## src/rtl/product_accumulator.sv

```systemverilog
// Streaming accumulator: sums len unsigned 64-bit products into an ACC_W-bit result.
// Define PRODUCT_ACC_SAT_EN to clamp the sum to all-ones on carry instead of wrapping.
module product_accumulator #(
    parameter int ACC_W = 64,
    parameter int CNT_W = 8
) (
    input  logic             clk,
    input  logic             rst,
    input  logic             start,
    input  logic [CNT_W-1:0] len,
    input  logic [63:0]      product,
    input  logic             prod_valid,
    output logic             prod_ready,
    output logic [ACC_W-1:0] result,
    output logic             res_valid,
    input  logic             res_ready,
    output logic             overflow,
    output logic             busy
);

    typedef enum logic [1:0] {
        IDLE,
        ACC,
        OUT
    } state_t;

    state_t           state;
    state_t           state_nx;
    logic [ACC_W-1:0] acc;
    logic [CNT_W-1:0] cnt;
    logic             ovf;
    logic [ACC_W:0]   sum;
    logic             beat;

    // One spare bit on top captures the carry out of the accumulator
    assign sum  = {1'b0, acc} + {{(ACC_W - 63){1'b0}}, product};
    assign beat = (state == ACC) && prod_valid;

    always_ff @(posedge clk) begin
        if (rst) begin
            state <= IDLE;
        end else begin
            state <= state_nx;
        end
    end

    always_comb begin
        state_nx   = state;
        prod_ready = 1'b0;
        res_valid  = 1'b0;
        busy       = 1'b1;
        unique case (state)
            IDLE: begin
                busy = 1'b0;
                if (start) begin
                    state_nx = (len == '0) ? OUT : ACC;
                end
            end
            ACC: begin
                prod_ready = 1'b1;
                if (prod_valid && cnt == CNT_W'(1)) begin
                    state_nx = OUT;
                end
            end
            OUT: begin
                res_valid = 1'b1;
                if (res_ready) begin
                    state_nx = IDLE;
                end
            end
            default: state_nx = IDLE;
        endcase
    end

    always_ff @(posedge clk) begin
        if (rst) begin
            acc <= '0;
            cnt <= '0;
            ovf <= 1'b0;
        end else if (state == IDLE && start) begin
            acc <= '0;
            cnt <= len;
            ovf <= 1'b0;
        end else if (beat) begin
            cnt <= cnt - 1'b1;
            ovf <= ovf | sum[ACC_W];
`ifdef PRODUCT_ACC_SAT_EN
            // Once clamped, stay pinned at all-ones for the rest of the run
            acc <= (sum[ACC_W] || ovf) ? '1 : sum[ACC_W-1:0];
`else
            acc <= sum[ACC_W-1:0];
`endif
        end
    end

    assign result   = acc;
    assign overflow = ovf;

endmodule

```

## config.mk

```make
export PLATFORM = sky130hd
export DESIGN_NAME = product_accumulator
export DESIGN_NICKNAME = d
export VERILOG_FILES = /design/src/rtl/product_accumulator.sv
export SDC_FILE = /design/constraint.sdc
export NUM_CORES = 1
export LEC_CHECK = 0
export CORE_MARGIN = 5
export CORE_UTILIZATION = 56
export CTS_CLUSTER_DIAMETER = 50
export DETAILED_ROUTE_END_ITERATION = 10
export GPL_TIMING_DRIVEN = 1
export PLACE_DENSITY_LB_ADDON = 0.15
export SLEW_MARGIN = 20
export SYNTH_ARGS = -nofsm -noshare
export SYNTH_HDL_FRONTEND = slang
export SYNTH_SLANG_ARGS = --single-unit
export TNS_END_PERCENT = 30
```

## constraint.sdc

```tcl
create_clock -name clk -period 7.2 [get_ports clk]
set_input_delay 1.08 -clock clk [delete_from_list [all_inputs] [get_ports clk]]
set_output_delay 1.08 -clock clk [all_outputs]
set_load 0.05 [all_outputs]
```

Yosys cells after proc, flatten, opt, wreduce, memory -nomap -nowiden
Cells that the tools add are included.
- word-level logic and storage cells: 31
- input bits: 77
- output and inout bits: 68
- bits in registers: 75
- bitwise logic cells: 1
- muxes and demuxes: 10
- equality and inequality tests: 6
- reductions and logical operators: 8
- add/subtract/negate cells: 2
- operator list (operator ; number):
    $add 64x64->65 ; 1
    $mux 8 ; 2
    $eq 8x1->1 const B ; 1
    $logic_not 8->1 ; 1
    $mux 2 ; 4
    $sub 8x1->8 const B ; 1
    $pmux 2 s3 ; 1
    $ne 2x2->1 const B ; 2
    $logic_and 1x1->1 ; 3
    $mux 1 ; 3
    $reduce_and 3->1 ; 1
    $eq 2x1->1 const B ; 1
    $eq 2x2->1 const B ; 1
    $logic_not 2->1 ; 1
    $ne 2x1->1 const B ; 1
    $reduce_bool 2->1 ; 1
    $reduce_or 2->1 ; 1
    $or 1x1->1 ; 1

Depth between registers and ports, before layout
- depth after elaboration: 4
- depth in mapped cells: 12
- depth with buffers taken out: 12

Least setup slack after synthesis
No wires, ideal clock.
- path type: in2reg
- start: input port product[0]
- end: register acc[34], in the netlist result[34]
- required time: 7080 ps
- setup time: 120 ps
- stages on the path: 12
- path slack: 3585 ps
- path buffers: 0
- arrival: 3496 ps
- cells stage by stage: ha_1 > fa_1 > a211oi_1 > o21a_1 > a211o_1 > a31oi_2 > a211o_2 > a21oi_2 > o21bai_2 > a21oi_1 > nor3_1 > a211o_1
- word-level cells in the longest chain between the ends: 1
- RTL lines (item ; RTL line ; source):
    start: declaration ; 11 ; input logic [63:0] product,
    $add 64x64->65 ; 36 ; assign sum = {1'b0, acc} + {{(ACC_W - 63){1'b0}}, product};
    end signal: assignment ; 91 ; acc <= sum[ACC_W-1:0];
    end: declaration ; 29 ; logic [ACC_W-1:0] acc;
Every way passes these cells.
A chain may end at the register's enable or synchronous reset.

Worst setup path in the final report
Ends and elaborated chain as after synthesis.

==> reports/metrics.cfg <==
[power_and_ir_drop]
ir_worst_vdd_mv = 0.1444
p_per_area_nw_per_um2 = 167.9
power_leakage_uw = 0.003505
power_uw = 1381

[floorplanning]
rows = 39
dieArea_um2 = 13760
start_util_pct = 56.73
core-area_um2 = 11370
die_w_um = 117.3
io_pins = 145
die_y_um = 117.3

[clock_network]
clk-insertion-delay-late_ns = 0.34
htreeDepth = 3
root_buffer = clkbuf_16
clk_pin_slew_ns = 0.06
cts_tree = built
post_cts_buffers = 0
cts-resized-gates = 0
cts_sinks = 75
numCtsBuffers = 9
clockBufferDepth = 2
hold_buffers = 0

[yosys]
netlist_instances = 874
syn_area_um2 = 6450
ys_warn_count = 0
synth-main-ff-cell = dfxtp_1
synthArstFlopShare_pct = 0
syn_nets = 1018
synth_area_leaders = dfxtp_1 (23%), ha_1 (13%), a21oi_1 (9.7%)
yosysTopAreaCell = dfxtp_1
synth_top_area_share_pct = 23.28
ys_types = 64
ys_ff_latch = 75
yosysMostFrequentCell = nand2_1
syn_area_per_cell_um2 = 7.380
yosys-top-cells-count = nand2_1 (149), a21oi_1 (125), dfxtp_1 (75)
synth_edf_count = 0
yosysSeqAreaShare_pct = 23.28

[global_routing]
grt.total_usage_pct = 26.12
antenna_found_initial = 0
grt_pass1_vias = 6501
grt_overflow = 0
grt_max_degree = 59
grt_pass1_wl_um = 31020

[detailed_routing]
vias = 6813
ant_nets = 0
first_iter_violations = 400
met3WireLength_um = 1083
highest_layer = met4
remaining_drc_errors = 0
wl_per_cell_um = 16.09
routed_wl_um = 18350
wl_met2_um = 8139
dr.pass1.iters = 7
wl_met1_um = 8537
routed_via_density = 5.976

[sta]
tns_ns = 0
finalHoldViolations = 0
finalWorstSetupSlack_ns = 3.167
max_slew_margin_pct = 51.71
worst_pin_slew_ns = 0.7235
slew_viol_final = 0
fin_crit_sh_pct = 56.02
period_minus_slack_ns = 4.033
rsz0062_at_grt = no
fmax_ghz = 0.2479
setup_viol = 0
finalClockSkew_ns = 0.005692

[place]
port_buffers = 144
hpwl_um = 13700
dp_slack_ns = 2.866
dp_cells = 1124
gp_congestion = 0.9785

[critical_path]
cp_max_fo = 4
crit_required_ns = 7.44
cp-start-kind = input port
max_stage_delay_ns = 0.42
endpoint_kind = register
cp_cell_sequence = clkdlybuf4s50_1 > ha_1 > fa_1 > a211oi_1 > o21a_1 > a211o_1 > a31oi_2 > a211o_2 > a21oi_2 > o21bai_2 > a21oi_1 > nor3_1 > a211o_1
critPathMostFrequentCell = a211o_1
critPathKind = input port to register
cpLargestDelayFamily = compound AO/OA/AOI/OAI gates
worst_path_max_delay_cell = fa_1
crit_arrival_ns = 4.27
critical_path_buf_inv_count = 1

[finish]
syn_to_final_growth_pct = 27.55
register_area_um2 = 1501
fin_util_pct = 72.36
fin_nets = 1136
final_layout_size_suffix_gt1_share_pct = 4.213
stdcell_count = 1140
diodes = 0
multi_input_area_um2 = 4742
n_fill_cell = 972

[flow_run]
max_cap_violations = 0

[hold_path]
hold_path.class = register to register

[outcome]
status = finished, final reports clean

[path summary, 6_finish.rpt]
kind                                                end  slack (ns)                    start  cells after the start
worst max-delay path            result[34]$_SDFFE_PP0P_        3.17               product[0]                     13
worst min-delay path            result[55]$_SDFFE_PP0P_        0.47  result[55]$_SDFFE_PP0P_                      2
worst max register to register  result[34]$_SDFFE_PP0P_        4.02   result[0]$_SDFFE_PP0P_                     12
worst min register to register  result[55]$_SDFFE_PP0P_        0.47  result[55]$_SDFFE_PP0P_                      2
[per-layer routing]
layer | vias up | GRT usage, %
li1 | 3407 | -
met1 | 3116 | 35.99
met2 | 245 | 40.49
met3 | 45 | 3.850
met4 | 0 | 11.24
met5 | - | 0
[flip-flops by register name, indices dropped and copies added, names as in the netlist]
name / flops
cnt: 8
result: 64
overflow: 1
state: 2
[per-stage QoR]
| stage | hold slack (ns) | area (um2) |
|---|---|---|
| floorplan | 0.4607 | 6450 |
| global placement | 0.4576 | 7939 |
| detailed placement | 0.4625 | 7939 |
| CTS | 0.4703 | 8219 |
| global route | 0.4915 | 8227 |
| finish | 0.4665 | 8227 |
[where the power goes]
part           switching, uW  internal (uW)  total, uW
logic                    301            190        490
clock network            179            250        429
registers               21.4            440        462
total                    501            880       1380
[worst reg2reg max path: stages (launching register included)]
cell and delay, ns:
dfxtp_1 0.32, ha_1 0.22, fa_1 0.43, a211oi_1 0.25, o21a_1 0.25, a211o_1 0.19
a31oi_2 0.16, a211o_2 0.40, a21oi_2 0.20, o21bai_2 0.10, a21oi_1 0.21, nor3_1 0.07
a211o_1 0.28
[final cells by class]
class | count | area share (%)
timing repair buffer | 146 | 17.70
clock inverter | 5 | 0.3346
multi-input combinational | 742 | 57.64
tap | 143 | 2.175
clock buffer | 11 | 3.072
inverter | 18 | 0.8213
sequential | 75 | 18.25
[layout by cell type, fill, tap and decap left out, drive strengths merged, types with 12 or more instances in the layout]
cell           synthesis  routed
dfxtp                 75      75
inv                   18      18
nor2                  58      58
xnor2                 31      31
a21oi                130     130
nor3                  13      13
xor2                  24      24
clkdlybuf4s50          0     144
a21o                  41      41
o21bai                12      12
nand3                 22      22
nand2                149     149
a211oi                12      12
o21ai                 57      57
nand4                 14      14
ha                    66      66
[kinds of logic (layout without fill, tap and decap cells)]
group / Yosys count / in the layout / synth area share (%)
simple gates: 309 / 309 / 21.63
flops: 75 / 75 / 23.28
xor+xnor: 55 / 55 / 7.468
buf+inv: 57 / 180 / 3.395
compound gates: 311 / 311 / 31.12
fa+ha+maj: 67 / 67 / 13.11
(Power assumes the default switching activity.)
